$ cat config.mk
export PLATFORM = sky130hd
export DESIGN_NAME = reset_sequencer
export DESIGN_NICKNAME = d
export VERILOG_FILES = /design/src/rtl/reset_sequencer.sv
export SDC_FILE = /design/constraint.sdc
export NUM_CORES = 1
export LEC_CHECK = 0
export ABC_CLOCK_PERIOD_IN_PS = 2500
export CAP_MARGIN = 20
export CORE_MARGIN = 2
export CORE_UTILIZATION = 57
export CTS_BUF_LIST = sky130_fd_sc_hd__clkbuf_4 sky130_fd_sc_hd__clkbuf_8 sky130_fd_sc_hd__clkbuf_16
export DETAILED_ROUTE_END_ITERATION = 8
export PLACE_DENSITY = 0.79
export SLEW_MARGIN = 10
export SYNTH_ARGS = -nofsm -noshare
export SYNTH_HDL_FRONTEND = slang
export SYNTH_SLANG_ARGS = --single-unit
$ cat constraint.sdc
create_clock -name clock -period 2.5 [get_ports clock]
set_clock_uncertainty 0.1 [all_clocks]
set_input_delay 0.5 -clock clock [delete_from_list [all_inputs] [get_ports clock]]
set_output_delay 0.5 -clock clock [all_outputs]
set_load 0.02 [all_outputs]
$ cat src/rtl/reset_sequencer.sv
// Board-level reset sequencer.
// A free-running prescaler produces a clock-enable tick. Three reset causes are
// merged: PLL lock loss, a debounced push button and a software request. Any
// cause asserts every channel at once. Once all causes are gone, the channels
// are held for a while and then released one at a time, lowest index first.
module reset_sequencer #(
    parameter int unsigned CHANNELS       = 4,
    parameter int unsigned PRESCALE       = 512,
    parameter int unsigned HOLD_TICKS     = 16,
    parameter int unsigned STAGGER_TICKS  = 4,
    parameter int unsigned DEBOUNCE_TICKS = 8
) (
    input  logic                clock,
    input  logic                reset_n,
    input  logic                pll_locked,
    input  logic                key_n,
    input  logic                sw_req,
    output logic [CHANNELS-1:0] rst_out,
    output logic                all_released,
    output logic                tick,
    output logic [1:0]          cause
);

    localparam int unsigned PW = (PRESCALE > 1) ? $clog2(PRESCALE) : 1;
    localparam int unsigned HW = $clog2(HOLD_TICKS + 1);
    localparam int unsigned SW = $clog2(STAGGER_TICKS + 1);
    localparam int unsigned DW = $clog2(DEBOUNCE_TICKS + 1);
    localparam int unsigned IW = $clog2(CHANNELS + 1);

    localparam logic [PW-1:0] PRESCALE_LAST = PW'(PRESCALE - 1);
    localparam logic [HW-1:0] HOLD_LAST     = HW'(HOLD_TICKS - 1);
    localparam logic [SW-1:0] STAGGER_LAST  = SW'(STAGGER_TICKS - 1);
    localparam logic [DW-1:0] DEBOUNCE_LAST = DW'(DEBOUNCE_TICKS - 1);
    localparam logic [IW-1:0] IDX_LAST      = IW'(CHANNELS - 1);

    localparam logic [1:0] CAUSE_POR = 2'b00;
    localparam logic [1:0] CAUSE_PLL = 2'b01;
    localparam logic [1:0] CAUSE_KEY = 2'b10;
    localparam logic [1:0] CAUSE_SW  = 2'b11;

    typedef enum logic [1:0] {
        ST_ASSERT  = 2'd0,
        ST_RELEASE = 2'd1,
        ST_RUN     = 2'd2
    } state_t;

    // Synchroniser flops for the asynchronous inputs
    logic pll_meta;
    logic pll_sync;
    logic key_meta;
    logic key_sync;

    // Prescaler
    logic [PW-1:0] presc;
    logic [PW-1:0] presc_next;

    // Debounce
    logic          key_pressed;
    logic [DW-1:0] deb_cnt;

    // Sequencer
    state_t              state;
    state_t              state_next;
    logic [HW-1:0]       hold_cnt;
    logic [HW-1:0]       hold_next;
    logic [SW-1:0]       stag_cnt;
    logic [SW-1:0]       stag_next;
    logic [IW-1:0]       idx;
    logic [IW-1:0]       idx_next;
    logic [CHANNELS-1:0] rst_next;
    logic [1:0]          cause_next;
    logic                all_released_next;

    logic       pll_lost;
    logic       cause_active;
    logic [1:0] cause_prio;

    // Two-flop synchronisers for PLL lock and the push button
    always_ff @(posedge clock) begin
        if (!reset_n) begin
            pll_meta <= 1'b0;
            pll_sync <= 1'b0;
            key_meta <= 1'b0;
            key_sync <= 1'b0;
        end else begin
            pll_meta <= pll_locked;
            pll_sync <= pll_meta;
            key_meta <= key_n;
            key_sync <= key_meta;
        end
    end

    // Prescaler wrap value
    always_comb begin
        presc_next = (presc == PRESCALE_LAST) ? '0 : presc + PW'(1);
    end

    // Free-running prescaler; tick is registered and high while presc sits at its last value
    always_ff @(posedge clock) begin
        if (!reset_n) begin
            presc <= '0;
            tick  <= 1'b0;
        end else begin
            presc <= presc_next;
            tick  <= (presc_next == PRESCALE_LAST);
        end
    end

    // Key debounce: flip only after enough consecutive disagreeing tick samples
    always_ff @(posedge clock) begin
        if (!reset_n) begin
            key_pressed <= 1'b0;
            deb_cnt     <= '0;
        end else if (tick) begin
            if (!key_sync != key_pressed) begin
                if (deb_cnt == DEBOUNCE_LAST) begin
                    key_pressed <= ~key_pressed;
                    deb_cnt     <= '0;
                end else begin
                    deb_cnt <= deb_cnt + DW'(1);
                end
            end else begin
                deb_cnt <= '0;
            end
        end
    end

    // Cause detection and priority encode (PLL > KEY > SW)
    always_comb begin
        pll_lost     = ~pll_sync;
        cause_active = pll_lost | key_pressed | sw_req;
        if (pll_lost) begin
            cause_prio = CAUSE_PLL;
        end else if (key_pressed) begin
            cause_prio = CAUSE_KEY;
        end else begin
            cause_prio = CAUSE_SW;
        end
    end

    // Sequencer next-state, counters and output values
    always_comb begin
        state_next = state;
        hold_next  = hold_cnt;
        stag_next  = stag_cnt;
        idx_next   = idx;
        rst_next   = rst_out;
        cause_next = cause;

        if (cause_active) begin
            state_next = ST_ASSERT;
            hold_next  = '0;
            stag_next  = '0;
            idx_next   = '0;
            rst_next   = '1;
            // cause is latched on entry into ASSERT; inside ASSERT only a lone sw_req may overwrite it
            if (state != ST_ASSERT) begin
                cause_next = cause_prio;
            end else if (sw_req && !pll_lost && !key_pressed) begin
                cause_next = CAUSE_SW;
            end
        end else begin
            case (state)
                ST_ASSERT: begin
                    rst_next = '1;
                    if (tick) begin
                        if (hold_cnt == HOLD_LAST) begin
                            state_next = ST_RELEASE;
                            hold_next  = '0;
                            stag_next  = '0;
                            idx_next   = '0;
                        end else begin
                            hold_next = hold_cnt + HW'(1);
                        end
                    end
                end
                ST_RELEASE: begin
                    if (tick) begin
                        if (stag_cnt == STAGGER_LAST) begin
                            rst_next  = rst_out & ~(CHANNELS'(1) << idx);
                            idx_next  = idx + IW'(1);
                            stag_next = '0;
                            if (idx == IDX_LAST) begin
                                state_next = ST_RUN;
                            end
                        end else begin
                            stag_next = stag_cnt + SW'(1);
                        end
                    end
                end
                ST_RUN: begin
                    rst_next = '0;
                end
                default: begin
                    state_next = ST_ASSERT;
                    rst_next   = '1;
                end
            endcase
        end

        all_released_next = (state_next == ST_RUN);
    end

    // State register
    always_ff @(posedge clock) begin
        if (!reset_n) begin
            state <= ST_ASSERT;
        end else begin
            state <= state_next;
        end
    end

    // Sequencer counters and registered outputs
    always_ff @(posedge clock) begin
        if (!reset_n) begin
            hold_cnt     <= '0;
            stag_cnt     <= '0;
            idx          <= '0;
            rst_out      <= '1;
            all_released <= 1'b0;
            cause        <= CAUSE_POR;
        end else begin
            hold_cnt     <= hold_next;
            stag_cnt     <= stag_next;
            idx          <= idx_next;
            rst_out      <= rst_next;
            all_released <= all_released_next;
            cause        <= cause_next;
        end
    end

endmodule
# Word-level counts from Yosys, hierarchy flattened
# Cells that the tools add are included.
# totals
register_bits,39
input_bits,5
out_inout_bits,8
word_cells,83
# classes
n_addsub,5
n_eq_ne,14
shifts,1
mux,26
bitwise_logic,7
reduce_logical,15
# ops
op,n
$eq 9x9->1 const B,2
$mux 2,9
$mux 3,6
$mux 4,4
$pmux 3 s2,2
$add 9x1->9 const B,1
$mux 9,1
$ne 2x2->1 const B,4
$pmux 4 s2,1
$add 3x1->3 const B,2
$eq 3x2->1 const B,2
$pmux 2 s3,1
$reduce_and 2->1,3
$reduce_bool 2->1,3
$add 5x1->5 const B,1
$eq 5x4->1 const B,1
$mux 5,1
$reduce_and 5->1,1
$add 4x1->4 const B,1
$and 4x4->4,1
$eq 2x2->1 const B,2
$eq 4x3->1 const B,1
$not 4->4,1
$reduce_and 4->1,1
11 further kinds,16

# Longest topological paths before layout
# Gate-level depths: netlist (run 1).
# depth
ltp_word,7
mapped_depth,10
mapped_depth_nobuf,9

# Worst setup path after synthesis (run 1)
# No wires, ideal clock.
# synth_timing
kind,register to register
startpoint,register presc[0]
endpoint,register presc[3]
setup_time_ps,115
t_arrival_ps,1820
t_required_ps,2285
setup_slack_ps,465
stages_incl_launch_ff,10
n_path_buf,1
synth_period_minus_slack_ps,2035
path_cell_list,dfxtp_1 -> ha_1 -> nand3_1 -> nor2_1 -> and3_1 -> ha_1 -> clkbuf_1 -> nor2b_1 -> mux2_2 -> and2_1
# synth_via
elab_chain_cells,2
elab_cells_between_ends,3
cone_classes,add/sub: 1; eq/ne: 1; mux: 1
# synth_rtl
element,line_no,source
start: declaration,54,logic [PW-1:0] presc;
start signal: assignment,104,presc <= presc_next;
$add 9x1->9 or $eq 9x9->1 (tied branches),95,presc_next = (presc == PRESCALE_LAST) ? '0 : presc + PW'(1);
$mux 9 *,95,
# Mark *: on every way between the ends. The rest lies on a longest branch, timed or not.
# A chain may end at the register's enable or synchronous reset.

# Worst setup path after layout (run 1)
# layout_timing
startpoint,register presc[0]
endpoint,register tick
# layout_via
elab_chain_cells,3
elab_cells_between_ends,4
cone_classes,add/sub: 1; eq/ne: 2; mux: 1
# layout_rtl
element,line_no,source
$add 9x1->9 or $eq 9x9->1 (tied branches),95,
$mux 9 *,95,
$eq 9x9->1 *,105,tick <= (presc_next == PRESCALE_LAST);
end signal: assignment,105,
end: declaration,20,"output logic tick,"
# Marked as above.

==> results.txt, run 1 <==
For this block, the routed nets add up to 3170 um of wire. For the length of the first detailed-routing pass in iterations, the log shows 4. In this run the static leakage power is 0.736 nW.

The setup TNS after final layout is 0 ns, and the fraction of the yosys area taken by sequential cells is 43.4%. Post-synthesis share of cell area spent on xor and xnor gates: 1.95%. The congestion estimate from routability-driven global placement came to 0.792.

The die is 60.2 um tall. Buffers inserted during clock tree synthesis total 5. VDD sags by at most 469 uV.

Synthesized instance count: 197. The detailed-routed wire length on met2 was 1450 um; the area of the mapped netlist was 1800 sq um. The tools report the beginning of the worst register-to-register path as presc[0]. In this run, distinct cell masters in the synthesized netlist total 45. The share of cells above drive strength 1 was 10.4%. The tools report the start point of the worst min-delay path as pll_meta. In the final design database the tool counted 227 nets. In the routed design, unresolved DRC markers number 0. The via density per instance is 5.52. The commonest cells after synthesis are sky130_fd_sc_hd__dfxtp_1 (39), sky130_fd_sc_hd__nor2_1 (25), sky130_fd_sc_hd__nand2_1 (15). The number of pins with negative max-slew slack in the final report was 0. The number of antenna violations at the first check in global routing was 0.

Of all nets on the critical path, the largest fanout is 10. The run gives 0 as the yosys synthesis warning count. Entering global routing, the biggest net connects 13 pins. The count of cells resized by post-cts repair came out at 0. Detailed placement finished with a half-perimeter wire length of 2330 um.

The tools report the total number of clock tree sinks as 39. TritonCTS built the clock tree. Fill cells in the final layout number 236. In this run, synthesis produced a sequential element count of 39. The area growth from synthesis to layout is 13.8%, and the number of enable-type register cells in the synthesized netlist is 0. The number of endpoints with negative hold slack in the final report was 0. Ranked by total cell area, the synthesized netlist is headed by sky130_fd_sc_hd__dfxtp_1 (43%), sky130_fd_sc_hd__ha_1 (7.6%), sky130_fd_sc_hd__nor2_1 (5.2%). The number of top-level design ports was 13.

Across all layers, the routed design uses 1,413 vias. The placeable core region is 3030 sq um. Setup repair after global routing left no endpoint under its margin. Post-CTS timing repair inserted 0 buffers for setup. For the met3 wire length, the log shows 119 um. The most used flip-flop cell after synthesis is sky130_fd_sc_hd__dfxtp_1.

In this run the top signal layer used is met4. The share of synthesized cell area in full adder, half adder and majority cells is 7.64%, and the clock period minus final worst setup slack is 2.18 ns. Counting every net in the synthesized netlist gives 213. The tools report the cell at the root of the clock tree as sky130_fd_sc_hd__clkbuf_4. In this run the biggest area consumer among cell types represents 43.4% of the synthesized area. The max-cap violation count is 0. Once detail routing completed, the nets flagged for antenna violations numbered 0. Data on the critical path arrives at its endpoint at 2.32 ns. Required time of the critical path: 2.64 ns.

The first global-routing pass estimated 5340 um of wire. For the total routing resource utilization after global routing, the log shows 20.2%. 0 antenna diodes ended up in the layout.

Horizontal extent of the die: 60.2 um. The capturing point of the worst reg2reg path was tick. Dividing the detail-routed wire length by the instance count gives 12.4 um. Measured on the finished design, the core utilization comes to 67.7%. The synthesized netlist devotes 13.1% of its cell area to compound gates. In the post-synthesis netlist, the cell with the most instances is sky130_fd_sc_hd__dfxtp_1.

The highest clock frequency the design can meet was 459 MHz. The H-tree was split into 2 levels. The count of port buffers added during placement is 12, and the post-cts hold buffer count is 0.

The main combinational cell family by area after synthesis is simple AND/OR/NAND/NOR gates. The via count of the first global-routing pass is 1,264, and the starting utilization of the core area is 59.5%. In this run, the number of DRC markers left after iteration 0 of detailed routing was 45. The tools report the worst slew margin relative to its limit as 68.0%.

Of all cell types, the one taking the most synthesized area is sky130_fd_sc_hd__dfxtp_1. The simple logic cell fraction of the synthesized area was 27.2%. For the die area, the log shows 3620 sq um.

Worst setup path category: register to register. The tools report the met1 routed wirelength after detailed routing as 1550 um. The min-delay analysis places its worst path in the category register to register.

The pin slew with the least headroom to its limit is 0.474 ns. The flow ran to the end, and the final reports show no timing, DRC or antenna violations. Setup violations remaining at the end of the flow were counted as 0. The share of synthesized area spent on multiplexers works out to 3.75%.

The worst setup path is captured at a register. The worst-case clock buffer depth is 2, and the ratio of final minimum period to clock period is 87.2%. After clock tree synthesis, the clock-pin slew on the worst setup and hold paths is 0.11 ns.

In this run the power density over the cells is 548 nW/um^2. Measured in cells, the most critical reg-to-reg path has a length of 9. The path with the worst hold slack has its endpoint at pll_sync. The logs give 20 for the standard-cell row count and 0.35 ns for the source-to-sink clock delay at the later pin of the worst-skew pair.

On the final layout, the worst hold slack is 0.351 ns. The worst register-to-register path has a setup slack of 0.32 ns. The number of cells traversed by the worst hold path is 1, and the fraction of registers with async set or reset after synthesis is 0%. The total overflow left after global routing is 0. The startpoint type of the worst setup path was a register. After synthesis, the mean cell area works out to 9.14 sq um.
==> power by group <==
| part | switching (W) | internal (W) | leakage (nW) |
|---|---|---|---|
| sequential | 0.00000869 | 0.000631 | 0.316 |
| clock | 0.000206 | 0.000236 | 0.0482 |
| combinational | 0.0000204 | 0.0000216 | 0.372 |
==> per-stage QoR <==
step                      instance area [sq um]  setup slack [ns]  std cells  power [W]
final                                      2050             0.320        256    0.00112
after global routing                       2050             0.125        256    0.00117
after CTS                                  2050             0.319        256    0.00114
after detailed placement                   1960             0.342        248   0.000696
after global placement                     1960             0.366        248   0.000694
after floorplan                            1800             0.465        197   0.000676
==> worst max-delay path by stage <==
stage	startpoint	end	slack, ns	depth (start not counted)
3_3_place_gp	reset_n	state[0]	0.37	4
3_5_place_dp	reset_n	state[0]	0.34	4
5_1_grt	presc[0]	presc[4]	0.12	8
6_report	presc[0]	tick	0.32	9
4_1_cts	presc[0]	tick	0.32	9
2_1_floorplan	presc[0]	presc[3]	0.47	9
==> critical path, cell delays in order (launching register included) <==
cell and delay [ns]:
sky130_fd_sc_hd__dfxtp_1 0.42, sky130_fd_sc_hd__ha_1 0.21, sky130_fd_sc_hd__nand3_1 0.12, sky130_fd_sc_hd__nor2_1 0.19, sky130_fd_sc_hd__and3_1 0.18, sky130_fd_sc_hd__ha_1 0.34
sky130_fd_sc_hd__nor2b_1 0.08, sky130_fd_sc_hd__mux2_2 0.28, sky130_fd_sc_hd__nand3_1 0.11, sky130_fd_sc_hd__nor4_2 0.04
==> metal layers <==
layer / track usage, % / vias to the layer above
li1: - / 718
met1: 25.4 / 662
met2: 30.6 / 25
met3: 6.71 / 8
met4: 10.2 / 0
met5: 0 / -
==> layout by cell type (no fill, tap or decap), types with 4 or more instances in the layout <==
cell / count
sky130_fd_sc_hd__dfxtp_1: 39
sky130_fd_sc_hd__nor2_1: 25
sky130_fd_sc_hd__nand2_1: 15
sky130_fd_sc_hd__a21oi_1: 13
sky130_fd_sc_hd__clkdlybuf4s50_1: 12
sky130_fd_sc_hd__ha_1: 11
sky130_fd_sc_hd__nand3_1: 8
sky130_fd_sc_hd__and2_1: 7
sky130_fd_sc_hd__nor2b_1: 6
sky130_fd_sc_hd__o21ai_0: 6
sky130_fd_sc_hd__clkbuf_4: 5
sky130_fd_sc_hd__inv_1: 4
==> area by class of cell <==
class                      instances  area, sq um  share of cell area [%]
inverter                           5         18.8                   0.916
clock inverter                     2         35.0                    1.71
tap                               44         55.1                    2.69
multi-input combinational        145          966                    47.1
clock buffer                       6         51.3                    2.50
sequential                        39          781                    38.1
timing repair buffer              15          143                    6.96
==> state kept, by name (all words and copies together), names as in the netlist <==
| signal | cells |
|---|---|
| presc | 9 |
| hold_cnt | 5 |
| deb_cnt | 4 |
| rst_out | 4 |
| idx | 3 |
| stag_cnt | 3 |
| cause | 2 |
| state | 2 |
| all_released | 1 |
| key_meta | 1 |
| key_pressed | 1 |
| key_sync | 1 |
| pll_meta | 1 |
| pll_sync | 1 |
| tick | 1 |
==> cell families after synthesis <==
logic type / Yosys count
muxes: 6
AOI/OAI and AO/OA: 37
adders and majority gates: 11
and+or+nand+nor: 87
buffers and inverters: 13
DFF: 39
xor gates and xnor gates: 4
(Power assumes the default switching activity.)
==> run 2: changes to the inputs <==
Settings changed: ABC_CLOCK_PERIOD_IN_PS 2500 to default, CORE_ASPECT_RATIO from default to 1.75.
==> run 2 against run 1 <==
Flip-flop and latch count unchanged. Global-route usage up 2.0 points. Fmax up 0.29%. Total power up 2.1%. Sequential share of layout area down 0.30 points. Worst setup slack better by 0.0062 ns. First-iteration DRC count down 73%. Non-clock buffer count unchanged. Largest power group unchanged.
==> results.txt, run 2 (synthesis gave the netlist of run 1 again) <==
The y dimension of the die works out to 78.4 um (+30%). The final non-filler cell total is 255 (-0.39%), and the switching part of the total power is 20.2% (-0.66 points). The register share of total power came out at 55.7% (-1.2 points). The maximum number of pins on one net before global-route repair was 13 (unchanged). Leaving out fill and tap cells, the most frequent cells in the layout are sky130_fd_sc_hd__dfxtp_1 (39), sky130_fd_sc_hd__nor2_1 (25), sky130_fd_sc_hd__nand2_1 (15).

Areal power density over the cells: 555 nW/um^2 (+1.3%). The startpoint identified for the worst hold timing path is pll_meta. The leading cell type in the layout, fill and taps excluded is sky130_fd_sc_hd__dfxtp_1.

The tools report the net switching power of the design as 0.000232 W (-1.1%). The ratio of final minimum period to clock period came out at 87.0% (-0.25 points). The final setup slack of the worst path was 0.326 ns (+0.00621 ns); the post-CTS repair timing setup buffer count was 0 (unchanged). The overall via count from detail_route was 1,432 (+1.3%).

The tools report the worst-case clock buffer depth as 2 (unchanged). For the final wirelength, the log shows 3390 um (+6.8%). Startpoint type of the worst setup path: a register. For the required time of the critical path, the log shows 2.58 ns (-0.06 ns). The leakage power summed over all cells is 0.743 nW (+0.91%). The run gives 4 (unchanged) as the length of the first detailed-routing pass in iterations. The count of port buffers added during placement was 12 (unchanged); the worst slew margin relative to its limit was 64.4% (-3.5 points). Counting flops per register, the top entry is presc. The tools report the cell at the root of the clock tree as sky130_fd_sc_hd__clkbuf_8.

The internal power component was 0.000915 W (+2.9%); the number of pins with negative max-slew slack in the final report was 0 (unchanged). Stage delay of the slowest cell on the critical path: 0.40 ns (-0.02 ns). The total clock buffers created by CTS is 5 (unchanged). Setup repair after global routing left no endpoint under its margin. The via count of the first global-routing pass was 1,395 (+10%). The worst setup path is captured at a register.

The final-layout worst hold slack is 0.335 ns (-0.0165 ns), and the pin slew with the least headroom to its limit is 0.526 ns (+0.0520 ns). The share of cells above drive strength 1 works out to 10.4% (unchanged). The logs give 0 (unchanged) for the count of cells resized by post-cts repair and 39 (unchanged) for the total number of clock tree sinks. The tools report the CTS H-tree depth as 2 (unchanged). Die area: 3640 sq um (+0.50%). The number of endpoints with negative hold slack in the final report is 0 (unchanged), and the source-to-sink clock delay at the later pin of the worst-skew pair is 0.29 ns (-0.06 ns).

For the post-placement cell count, the log shows 247 (-0.40%). The number of antenna violations at the first check in global routing was 0 (unchanged). The flow ran to the end, and the final reports show no timing, DRC or antenna violations. The kind of cell with the highest combined delay along the critical path is simple AND/OR/NAND/NOR gates. Total DRC errors in the routed layout: 0 (unchanged).

The logs give 0 (unchanged) for the post-cts hold buffer count and 0.33 ns (about the same) for the slack of the worst reg-to-reg path. The total routing resource utilization after global routing was 22.2% (+2.0 points); the maximum fanout encountered on the critical timing path was 10 (unchanged). The run gives 227 (unchanged) as the number of nets in the layout. The count of routing violations after the opening detailed-route iteration is 12 (-73%), and the setup TNS after final layout is 0 ns (unchanged). The largest registers in the layout are presc (9), hold_cnt (5). The antenna diode count came out at 0 (unchanged). Worst setup path category: register to register. The clock transition at the registers of the reported paths is 0.07 ns (-0.04 ns), and the horizontal extent of the die is 46.5 um (-23%).

The slowest stage of the critical path is the sky130_fd_sc_hd__dfxtp_1 cell. Routed length per placed instance: 13.3 um (+7.2%). For the number of nets with antenna violations after routing, the log shows 0 (unchanged). The min-delay analysis places its worst path in the category register to register.

The peak ir drop on the vdd network is 398 uV (-15%). The placeable core region came out at 3070 sq um (+1.5%). The standard-cell row count was 27 (+35%); the max-cap violation count was 0 (unchanged). The tools report the endpoint arrival time on the critical path as 2.25 ns (-0.07 ns). The global-route wire length before repair was 5840 um (+9.3%). For the post-DP HPWL, the log shows 2640 um (+13%). Tracing the worst setup path back leads to its startpoint at presc[0]. The area growth from synthesis to layout is 14.7%. The flip-flop count of the largest register, all copies and words added was 9 (unchanged); the clock network fraction of total power was 40.6% (+1.3 points). Proportion of power drawn by combinational gates: 3.7% (about the same). Walking the worst path, the cells encountered are ha_1 > nand3_1 > nor2_1 > and3_1 > ha_1 > nor2b_1 > mux2_2 > nand3_1 > nor4_2.

The worst register-to-register path begins at presc[0]. Clock period minus final worst setup slack: 2.17 ns (-0.00621 ns). The highest clock frequency the design can meet came out at 460 MHz (+0.29%). The starting utilization of the core area is 58.6% (-0.90 points), and the global placer's final weighted congestion is 0.827 (+4.5%).

The tools report the final setup violation count as 0 (unchanged). TritonCTS built the clock tree. The critical path buffer and inverter count was 0 (unchanged).

For the number of top-level design ports, the log shows 13 (unchanged). The tools report the total congestion overflow after global routing as 0 (unchanged). The logs give 0.280 ns (-0.0619 ns) for the post-place setup slack and 249 (+5.5%) for the number of fill cells in the layout.

The via density per instance is 5.62 (+1.7%).
run 2: changes by cell type in the layout (fill, tap and decap cells not counted), sizes merged:
| cell | previous run | this run |
|---|---|---|
| bufinv | 1 | 0 |
| clkinv | 1 | 0 |
| clkbuf | 6 | 8 |
run 2: path summary, 6_finish.rpt:
kind	to	depth (start not counted)
worst max-delay path	tick	9
worst min-delay path	pll_sync	1
worst max register to register	tick	9
worst min register to register	pll_sync	1
run 2: per-stage QoR:
| step | cell area, sq um | util (%) | total power, W |
|---|---|---|---|
| CTS | 2070 | 67.2 | 0.00116 |
| detailed placement | 1960 | 63.8 | 0.000697 |
| floorplan | 1800 | - | 0.000676 |
| global placement | 1960 | 63.8 | 0.000695 |
| finish | 2070 | 67.2 | 0.00115 |
| global route | 2070 | 67.2 | 0.00119 |
run 2: power groups by stage:
stage,Clock [W],Combinational [W],Sequential [W]
2_1_floorplan,0,0.0000209,0.000655
3_3_place_gp,0,0.0000415,0.000653
3_5_place_dp,0,0.0000434,0.000654
4_1_cts,0.000480,0.0000437,0.000639
5_1_grt,0.000502,0.0000484,0.000641
6_report,0.000466,0.0000426,0.000639
run 2: final cells by class:
cell class / count / area (sq um) / share of cell area (%)
multi-input combinational: 145 / 966 / 46.8
sequential: 39 / 781 / 37.8
timing repair buffer: 15 / 143 / 6.90
clock buffer: 8 / 104 / 5.03
tap: 43 / 53.8 / 2.60
inverter: 5 / 18.8 / 0.909
run 2: layer usage:
layer	GRT usage, %	vias up	share of wire [%]
li1	-	723	-
met1	20.5	684	35
met2	41.7	16	60
met3	5.52	9	2.4
met4	9.71	0	2.4
met5	0	-	0
